## src/rtl/pop_graph_render.sv

```systemverilog
// Multi-channel population history plotter: per-channel event accumulation, sample ring buffer,
// auto-scaled trace rendering with axes. Two-stage render pipeline aligned with the cell layer.
module pop_graph_render #(
    parameter int unsigned NUM_CH        = 2,
    parameter int unsigned HISTORY_LEN   = 32,
    parameter int unsigned COL_W         = 4,
    parameter int unsigned GRAPH_H       = 128,
    parameter int unsigned ORIGIN_X      = 864,
    parameter int unsigned ORIGIN_Y      = 32,
    parameter int unsigned SAMPLE_FRAMES = 16,
    parameter int unsigned CNT_W         = 16,
    parameter logic [47:0] CH_COLOR      = {12'h00F, 12'hFF0, 12'hF00, 12'h0F0}
) (
    input  logic              clk_130mhz,
    input  logic              rst_n_in,
    input  logic [10:0]       hcount_in,
    input  logic [9:0]        vcount_in,
    input  logic              cell_valid_in,
    input  logic [NUM_CH-1:0] event_in,
    input  logic              frame_done_in,
    input  logic              freeze_in,
    output logic [11:0]       pix_out,
    output logic              sample_valid_out,
    output logic [4:0]        scale_out
);

    localparam int unsigned PTR_W   = $clog2(HISTORY_LEN);
    localparam int unsigned COL_SH  = $clog2(COL_W);
    localparam int unsigned GRAPH_W = HISTORY_LEN * COL_W;
    localparam int unsigned FC_W    = (SAMPLE_FRAMES > 1) ? $clog2(SAMPLE_FRAMES) : 1;
    localparam int unsigned X_END   = ORIGIN_X + GRAPH_W;
    localparam int unsigned X_YAX   = ORIGIN_X - 1;
    localparam int unsigned Y_XAX   = ORIGIN_Y + GRAPH_H;
    localparam int unsigned Y_BOT   = ORIGIN_Y + GRAPH_H - 1;
    localparam int unsigned FC_LAST = SAMPLE_FRAMES - 1;
    localparam int unsigned PTR_END = HISTORY_LEN - 1;

    localparam logic [10:0]      X_LO     = ORIGIN_X[10:0];
    localparam logic [10:0]      X_HI     = X_END[10:0];
    localparam logic [10:0]      X_AXIS   = X_YAX[10:0];
    localparam logic [9:0]       Y_TOP    = ORIGIN_Y[9:0];
    localparam logic [9:0]       Y_AXIS   = Y_XAX[9:0];
    localparam logic [9:0]       Y_BASE   = Y_BOT[9:0];
    localparam logic [PTR_W:0]   FILL_MAX = HISTORY_LEN[PTR_W:0];
    localparam logic [PTR_W-1:0] PTR_LAST = PTR_END[PTR_W-1:0];
    localparam logic [FC_W-1:0]  FC_TOP   = FC_LAST[FC_W-1:0];
    localparam logic [CNT_W-1:0] CLAMP    = CNT_W'(GRAPH_H - 1);
    localparam logic [CNT_W-1:0] H_LIM    = CNT_W'(GRAPH_H);

    logic [CNT_W-1:0] r_acc   [NUM_CH];
    logic [CNT_W-1:0] w_new   [NUM_CH];
    logic [CNT_W-1:0] r_ring  [HISTORY_LEN][NUM_CH];
    logic [PTR_W-1:0] r_wr_ptr;
    logic [PTR_W:0]   r_fill;
    logic [FC_W-1:0]  r_frame_cnt;
    logic [CNT_W-1:0] r_peak;
    logic [CNT_W-1:0] r_window_max;
    logic [CNT_W-1:0] w_new_max;
    logic [4:0]       r_scale;
    logic [4:0]       w_scale;
    logic             w_scale_found;
    logic             r_scale_upd;
    logic             r_sample_valid;
    logic             w_commit;
    logic             w_write;
    logic             w_wrap;

    logic             w_in_x;
    logic [10:0]      w_hoff;
    logic [PTR_W-1:0] w_col;
    logic [PTR_W-1:0] w_slot;
    logic [CNT_W-1:0] r_s1_sample [NUM_CH];
    logic             r_s1_col_valid;
    logic             r_s1_in_x;
    logic [10:0]      r_s1_h;
    logic [9:0]       r_s1_v;
    logic [CNT_W-1:0] w_shift [NUM_CH];
    logic [CNT_W-1:0] w_ypos  [NUM_CH];
    logic [9:0]       w_y     [NUM_CH];
    logic             w_hit;
    logic [11:0]      w_pix;
    logic [11:0]      r_pix;

    // Saturating per-channel increment; commit sees this value, so a same-cycle event is kept.
    always_comb begin
        w_commit  = frame_done_in && (r_frame_cnt == FC_TOP);
        w_write   = w_commit && !freeze_in;
        w_wrap    = (r_wr_ptr == PTR_LAST);
        w_new_max = '0;
        for (int unsigned c = 0; c < NUM_CH; c++) begin
            w_new[c] = (r_acc[c] == '1) ? r_acc[c]
                                        : r_acc[c] + CNT_W'(cell_valid_in & event_in[c]);
            if (w_new[c] > w_new_max) w_new_max = w_new[c];
        end
    end

    always_ff @(posedge clk_130mhz or negedge rst_n_in) begin
        if (!rst_n_in) begin
            r_frame_cnt <= '0;
            for (int unsigned c = 0; c < NUM_CH; c++) r_acc[c] <= '0;
        end else begin
            if (frame_done_in) r_frame_cnt <= w_commit ? '0 : r_frame_cnt + 1'b1;
            for (int unsigned c = 0; c < NUM_CH; c++) r_acc[c] <= w_commit ? '0 : w_new[c];
        end
    end

    always_ff @(posedge clk_130mhz or negedge rst_n_in) begin
        if (!rst_n_in) begin
            r_wr_ptr <= '0;
            r_fill   <= '0;
            for (int unsigned i = 0; i < HISTORY_LEN; i++)
                for (int unsigned c = 0; c < NUM_CH; c++) r_ring[i][c] <= '0;
        end else if (w_write) begin
            for (int unsigned c = 0; c < NUM_CH; c++) r_ring[r_wr_ptr][c] <= w_new[c];
            r_wr_ptr <= r_wr_ptr + 1'b1;
            if (r_fill != FILL_MAX) r_fill <= r_fill + 1'b1;
        end
    end

    // Peak decays once per ring lap: on wrap it keeps only the lap just completed.
    always_ff @(posedge clk_130mhz or negedge rst_n_in) begin
        if (!rst_n_in) begin
            r_peak         <= '0;
            r_window_max   <= '0;
            r_sample_valid <= 1'b0;
            r_scale_upd    <= 1'b0;
            r_scale        <= '0;
        end else begin
            r_sample_valid <= w_write;
            r_scale_upd    <= w_commit;
            if (r_scale_upd) r_scale <= w_scale;
            if (w_write) begin
                if (w_wrap) begin
                    r_peak       <= (w_new_max > r_window_max) ? w_new_max : r_window_max;
                    r_window_max <= '0;
                end else begin
                    r_peak       <= (w_new_max > r_peak) ? w_new_max : r_peak;
                    r_window_max <= (w_new_max > r_window_max) ? w_new_max : r_window_max;
                end
            end
        end
    end

    always_comb begin
        w_scale       = 5'd31;
        w_scale_found = 1'b0;
        for (int unsigned s = 0; s < 32; s++) begin
            if (!w_scale_found && ((r_peak >> s) < H_LIM)) begin
                w_scale       = s[4:0];
                w_scale_found = 1'b1;
            end
        end
    end

    // Render stage 1: column lookup, oldest sample at the left edge.
    always_comb begin
        w_in_x = (hcount_in >= X_LO) && (hcount_in < X_HI);
        w_hoff = hcount_in - X_LO;
        w_col  = PTR_W'(w_hoff >> COL_SH);
        w_slot = r_wr_ptr - r_fill[PTR_W-1:0] + w_col;
    end

    always_ff @(posedge clk_130mhz or negedge rst_n_in) begin
        if (!rst_n_in) begin
            r_s1_col_valid <= 1'b0;
            r_s1_in_x      <= 1'b0;
            r_s1_h         <= '0;
            r_s1_v         <= '0;
            for (int unsigned c = 0; c < NUM_CH; c++) r_s1_sample[c] <= '0;
        end else begin
            r_s1_col_valid <= ({1'b0, w_col} < r_fill);
            r_s1_in_x      <= w_in_x;
            r_s1_h         <= hcount_in;
            r_s1_v         <= vcount_in;
            for (int unsigned c = 0; c < NUM_CH; c++) r_s1_sample[c] <= r_ring[w_slot][c];
        end
    end

    // Render stage 2: traces over axes, lower channel index wins.
    always_comb begin
        w_pix = '0;
        w_hit = 1'b0;
        if ((r_s1_v == Y_AXIS && r_s1_in_x) ||
            (r_s1_h == X_AXIS && r_s1_v >= Y_TOP && r_s1_v <= Y_AXIS))
            w_pix = 12'hFFF;
        for (int unsigned c = 0; c < NUM_CH; c++) begin
            w_shift[c] = r_s1_sample[c] >> r_scale;
            w_ypos[c]  = (w_shift[c] > CLAMP) ? CLAMP : w_shift[c];
            w_y[c]     = Y_BASE - 10'(w_ypos[c]);
            if (!w_hit && r_s1_col_valid && r_s1_in_x && r_s1_v == w_y[c]) begin
                w_pix = CH_COLOR[c*12 +: 12];
                w_hit = 1'b1;
            end
        end
    end

    always_ff @(posedge clk_130mhz or negedge rst_n_in) begin
        if (!rst_n_in) r_pix <= '0;
        else           r_pix <= w_pix;
    end

    assign pix_out          = r_pix;
    assign sample_valid_out = r_sample_valid;
    assign scale_out        = r_scale;

endmodule

```

## config.mk

```make
export PLATFORM = sky130hd
export DESIGN_NAME = pop_graph_render
export DESIGN_NICKNAME = d
export VERILOG_FILES = /design/src/rtl/pop_graph_render.sv
export SDC_FILE = /design/constraint.sdc
export NUM_CORES = 2
export LEC_CHECK = 0
export ABC_AREA = 1
export BUFFER_PORTS_ARGS = -buffer_cell sky130_fd_sc_hd__buf_2
export CORE_MARGIN = 4
export CORE_UTILIZATION = 63
export CTS_BUF_LIST = sky130_fd_sc_hd__clkbuf_4 sky130_fd_sc_hd__clkbuf_8
export DETAILED_ROUTE_END_ITERATION = 7
export HOLD_SLACK_MARGIN = 0.12
export PLACE_DENSITY = 0.86
export SKIP_LAST_GASP = 1
export SLEW_MARGIN = 10
export SYNTH_ARGS = -nofsm -noshare
export SYNTH_HDL_FRONTEND = slang
export SYNTH_SLANG_ARGS = --single-unit
```

## constraint.sdc

```tcl
create_clock -name clk_130mhz -period 7.1 [get_ports clk_130mhz]
set_clock_uncertainty 0.15 [all_clocks]
set_input_delay 1.065 -clock clk_130mhz [delete_from_list [all_inputs] [get_ports clk_130mhz]]
set_output_delay 1.065 -clock clk_130mhz [all_outputs]
set_load 0.01 [all_outputs]
```

Word level (Yosys, flattened, before mapping)

Index checks and enable logic that the tools add are counted.

Flip-flop bits (word level): 1177
Output and inout port bits: 18
Input port bits: 28
Word-level logic and storage cells: 243

Reductions and logical operators: 48
Bitwise logic cells: 4
Shift operators: 2
Mux-type cells: 59
$lt $le $gt $ge: 30
Add/sub/neg operators: 10
Equality and inequality tests: 9

Operators with widths:

| kind                    | count |
|---|---|
| $bwmux W1024            | 2 |
| $demux W32 S5           | 2 |
| $mux W16                | 11 |
| $bmux W32 S5            | 1 |
| $mux W32                | 3 |
| $mux W5                 | 17 |
| $gt A16 B16 Y1          | 3 |
| $mux W12                | 3 |
| $add A16 B1 Y16         | 2 |
| $eq A16 B16 Y1 const B  | 2 |
| $gt A16 B7 Y1 const B   | 2 |
| $shr A16 B5 Y16         | 2 |
| $logic_and A1 B1 Y1     | 27 |
| $eq A10 B10 Y1          | 2 |
| $mux W10                | 2 |
| $sub A8 B10 Y10 const A | 2 |
| $logic_not A1 Y1        | 17 |
| $mux W1                 | 17 |
| $gt A16 B1 Y1 const B   | 1 |
| $lt A16 B8 Y1 const B   | 1 |
| $lt A15 B8 Y1 const B   | 1 |
| $lt A14 B8 Y1 const B   | 1 |
| $lt A13 B8 Y1 const B   | 1 |
| $ge A6 B6 Y1 const B    | 2 |
| 35 further kinds        | 38 |

Longest topological paths before layout

Depth after elaboration: 48
Mapped depth: 41

Worst setup path after synthesis

No wires, ideal clock.

Path type: input to register
Start: in event_in[0]
End: reg r_peak[9]
Setup time: 0.116 ns
Slack: 1.125 ns
Stages: 37
Data arrival time: 5.709 ns
Path buffers: 4
Cell sequence: nand2_1 > inv_1 > ha_1 > ha_1 > inv_1 > nor2_1 > inv_1 > nor2_2 > nand3_1 > xor2_2 > inv_2 > buf_6 > ha_1 > nand2_1 > nor4_2 > nand3_1 > nand2_1 > buf_2 > buf_4 > nand2_1 > o21ai_1 > inv_1 > ha_1 > inv_1 > nor3_1 > nand3_1 > nor2_1 > a21boi_0 > a21oi_1 > nand2_4 > nand2_4 > buf_12 > nand2_2 > nand3_1 > nand2_1 > nand3_1 > nand2_1

Word-level cells in the longest chain between the ends: 10

Ends and longest elaborated chain:

| item                                                  | RTL line | RTL |
|---|---|---|
| start: declaration                                    | 19       | `input logic [NUM_CH-1:0] event_in,` |
| $and A1 B1 Y1 (*)                                     | 92       | `: r_acc[c] + CNT_W'(cell_valid_in & event_in[c]);` |
| $add A16 B1 Y16 (*)                                   | 92       |  |
| $mux W16 (*)                                          | 91       | `w_new[c] = (r_acc[c] == '1) ? r_acc[c]` |
| $gt A16 B1 Y1                                         | 93       | `if (w_new[c] > w_new_max) w_new_max = w_new[c];` |
| $mux W16 (*)                                          | 93       |  |
| $gt A16 B16 Y1                                        | 93       |  |
| $mux W16 (*)                                          | 93       |  |
| $gt A16 B16 Y1 (on tied branches)                     | 134, 137 |  |
| $mux W16 / $reduce_bool A2 Y1 (equally long branches) | n/a      |  |
| $mux W16 / $reduce_and A2 Y1 (equally long branches)  | n/a      |  |
| end signal: assignment                                | 134      | `r_peak <= (w_new_max > r_window_max) ? w_new_max : r_window_max;` |
| end signal: assignment                                | 137      | `r_peak <= (w_new_max > r_peak) ? w_new_max : r_peak;` |
| end: declaration                                      | 56       | `logic [CNT_W-1:0] r_peak;` |

Every way passes the cells marked *; elsewhere a longest branch is shown, timed or not. The select of a mux whose other input is x is not followed.
A chain may end at the register's enable or synchronous reset.

Final worst setup path

Start: in cell_valid_in
End: reg r_peak[3]

Word-level cells in the longest chain between the ends: 10

Ends and longest elaborated chain:

| item                                                  | RTL line | RTL |
|---|---|---|
| start: declaration                                    | 18       | `input logic cell_valid_in,` |
| $and A1 B1 Y1                                         | 92       |  |
| $add A16 B1 Y16                                       | 92       |  |
| $mux W16                                              | 91       |  |
| $gt A16 B1 Y1                                         | 93       |  |
| $mux W16                                              | 93       |  |
| $gt A16 B16 Y1                                        | 93       |  |
| $mux W16 (*)                                          | 93       |  |
| $gt A16 B16 Y1 (on tied branches)                     | 134, 137 |  |
| $mux W16 / $reduce_bool A2 Y1 (equally long branches) | n/a      |  |
| $mux W16 / $reduce_and A2 Y1 (equally long branches)  | n/a      |  |

Marks and branches as above.

==> results.tsv <==
stage	metric	value	unit
synthesis	synth_common_cells	o21ai_0, nand2_1, dfrtp_1	
global_routing	grt_pass1_vias	48169	
global_routing	grt_util_all_layers	37.1	%
final_layout	area_growth	8.73	%
critical_path	reg2reg_slack	1.17	ns
die	die_area	92300	µm²
hold_path	hold_depth	1	
timing	hold_viol	0	
hold_path	hold_path.class	input port to register	
synthesis	post-synth-top-area-cell	dfrtp_1	
synthesis	synth_area_per_cell	8.31	µm²
timing	fmax	0.165	GHz
critical_path	end_kind	register	
place	hpwl	100000	µm
route	drt_iter0_drc	7411	
clocking	clock_path_buffers	3	
clocking	cts-root-buf	clkbuf_8	
synthesis	synth_top_area_share	53.0	%
critical_path	start_kind	input port	
clocking	post_cts_buffers	0	
hold_path	hold_start	vcount_in[2]	
global_routing	grt-ovfl-total	0	
run_status	status	completed	
hold_path	min_to	r_s1_v[2]$_DFF_PN0_	
route	wl	173000	µm
timing	holdWs	0.162	ns
critical_path	max_stage_delay	0.36	ns
die	die_w	304	µm
synthesis	synthesis.area	55100	µm²
clocking	insertion_delay	0.89	ns
critical_path	cp_max_fo	17	
timing	slew_violations	0	
synthesis	yosysSeqAreaShare	53.0	%
place	port_buffers	44	
synthesis	synthCells	6633	
clocking	numCtsBuffers	186	
route	drt_pass1_iterations	7	
timing	tns	0	ns
clocking	cts_resized	0	
synthesis	yosysWarnings	0	
place	routabilityCongestion	0.958	
route	dr_total_vias	49478	
timing	relSlewSlack	9.12	%
timing	tightest_slew	1.36	ns
synthesis	synthArstFlopShare	100	%
clocking	clk_pin_slew	0.06	ns
route	postRouteAntennaNets	0	
route	drc_errors	0	
synthesis	synth_top_flop_cell	dfrtp_1	
critical_path	timing.rr.start	r_acc[16]$_DFF_PN0_	
die	start_util	63.5	%
timing	setup_violations	0	
route	vias_per_cell	6.39	
synthesis	ys_ff_latch	1167	
synthesis	synth_edf_count	0	
synthesis	synth.distinct_cells	60	
global_routing	grt_pass1_wl	271000	µm
critical_path	r2r-end	r_peak[3]$_DFFE_PN0P_	
final_layout	drive_above_1_share	9.81	%
clocking	tritoncts	done	
critical_path	cp_common_cell	nand2_1	
timing	fin_crit	6.04	ns
die	num_io_pins	46	
die	placementRows	108	
synthesis	synthTopCellsByArea	dfrtp_1, o21ai_0, nand2_1	
route	wire_per_inst	22.3	µm
critical_path	crit_required	7.70	ns
critical_path	ff2ff_path_depth	34	
final_layout	finalNetCount	6542	
critical_path	critPathSlowestCell	nand2_1	
global_routing	antenna_found_initial	4	
die	fp.dieH	304	µm
flow_run	maxCapViolations	0	
timing	fin_crit_sh	85.1	%
clocking	hold_buffers	9	
synthesis	yosys.cell_count.top_type	o21ai_0	
die	coreArea	86800	µm²
timing	rsz0062_at_grt	false	
clocking	cts.sinks	1167	
critical_path	crit_arrival	6.65	ns
synthesis	synthesis.nets	6735	
global_routing	grt_max_degree	201	
clocking	htreeDepth	4	
critical_path	crit_type	input port to register	
==> per-layer routing <==
layer	up-vias	wire, µm	GRT usage (%)
li1	21832	-	-
met1	23605	63800	48.8
met2	3316	76100	55.9
met3	723	21400	9.39
met4	2	11500	22.5
met5	-	12	0
==> worst max-delay path: cells and delay by family <==
kind	cells	cell delay [ns]
AO/OA/AOI/OAI	5	0.76
XOR/XNOR	1	0.17
adder cells (fa/ha/maj)	4	0.93
buffers and inverters	5	0.72
AND/OR/NAND/NOR	22	2.97
==> sequential cells by signal, summed over array words and instances (netlist names) <==
signal and cells:
r_ring 1024, r_s1_h 11, r_fill 6, r_frame_cnt 4, r_s1_sample 32, r_peak 16, r_s1_v 10, r_s1_col_valid 1
r_s1_in_x 1, sample_valid_out 1, r_acc 32, r_window_max 16, scale_out 4, pix_out 3, r_wr_ptr 5, r_scale_upd 1
==> stage by stage <==
step / instance area [µm²] / setup WS, ns / utilization, % / std cells
after floorplan: 55100 / 1.12 / - / 6633
after global placement: 55800 / 0.286 / 64.4 / 7398
after detailed placement: 55800 / 0.218 / 64.4 / 7398
after CTS: 59900 / 1.10 / 69.1 / 7738
after global routing: 59900 / 0.485 / 69.1 / 7740
final: 59900 / 1.06 / 69.1 / 7740
==> final cells by class <==
class | instances | area [µm²]
Clock inverter | 36 | 343
Tap cell | 1155 | 1450
Fill cell | 6704 | 26800
Antenna cell | 2 | 5.00
Sequential cell | 1167 | 29200
Clock buffer | 295 | 3670
Multi-Input combinational cell | 4615 | 22700
Inverter | 297 | 1140
Timing Repair Buffer | 173 | 1420
==> logic make-up (layout without fill, tap and decap cells) <==
| family | count (synthesis) | after routing | share of synthesized area (%) |
|---|---|---|---|
| other cells | 1 | 3 | 0.00680 |
| fa+ha+maj | 74 | 74 | 1.73 |
| flops | 1167 | 1167 | 53.0 |
| compound gates | 2112 | 2112 | 20.7 |
| buf+inv | 851 | 801 | 6.17 |
| simple gates | 2369 | 2369 | 17.3 |
| xor+xnor | 44 | 44 | 0.808 |
| mux | 15 | 15 | 0.275 |
==> worst max path at each step <==
stage / endpoint / cells past startpoint / startpoint / slack [ns]
after global routing: r_peak[2]$_DFFE_PN0P_ / 37 / cell_valid_in / 0.49
after CTS: r_peak[3]$_DFFE_PN0P_ / 37 / cell_valid_in / 1.10
after global placement: r_peak[15]$_DFFE_PN0P_ / 37 / cell_valid_in / 0.29
after floorplan: r_peak[9]$_DFFE_PN0P_ / 37 / event_in[0] / 1.12
final: r_peak[3]$_DFFE_PN0P_ / 37 / cell_valid_in / 1.06
after detailed placement: r_peak[3]$_DFFE_PN0P_ / 37 / cell_valid_in / 0.22
==> placed cells by master (no fill, tap or decap), drive strengths merged, types with 8 or more instances in the layout <==
| master | n |
|---|---|
| a21oi | 184 |
| a31oi | 29 |
| a32oi | 10 |
| buf | 164 |
| clkbuf | 295 |
| clkinv | 27 |
| dfrtp | 1167 |
| dlygate4sd3 | 9 |
| ha | 70 |
| inv | 299 |
| mux2i | 14 |
| nand2 | 1386 |
| nand3 | 226 |
| nand4 | 34 |
| nor2 | 684 |
| nor3 | 14 |
| o211ai | 24 |
| o21a | 12 |
| o21ai | 1651 |
| o221ai | 136 |
| o22ai | 57 |
| or2 | 17 |
| xnor2 | 8 |
| xor2 | 36 |
Power is left out: the tool's default activity adds up to more than one toggle a clock period on the data nets, which glitch-free logic cannot reach.
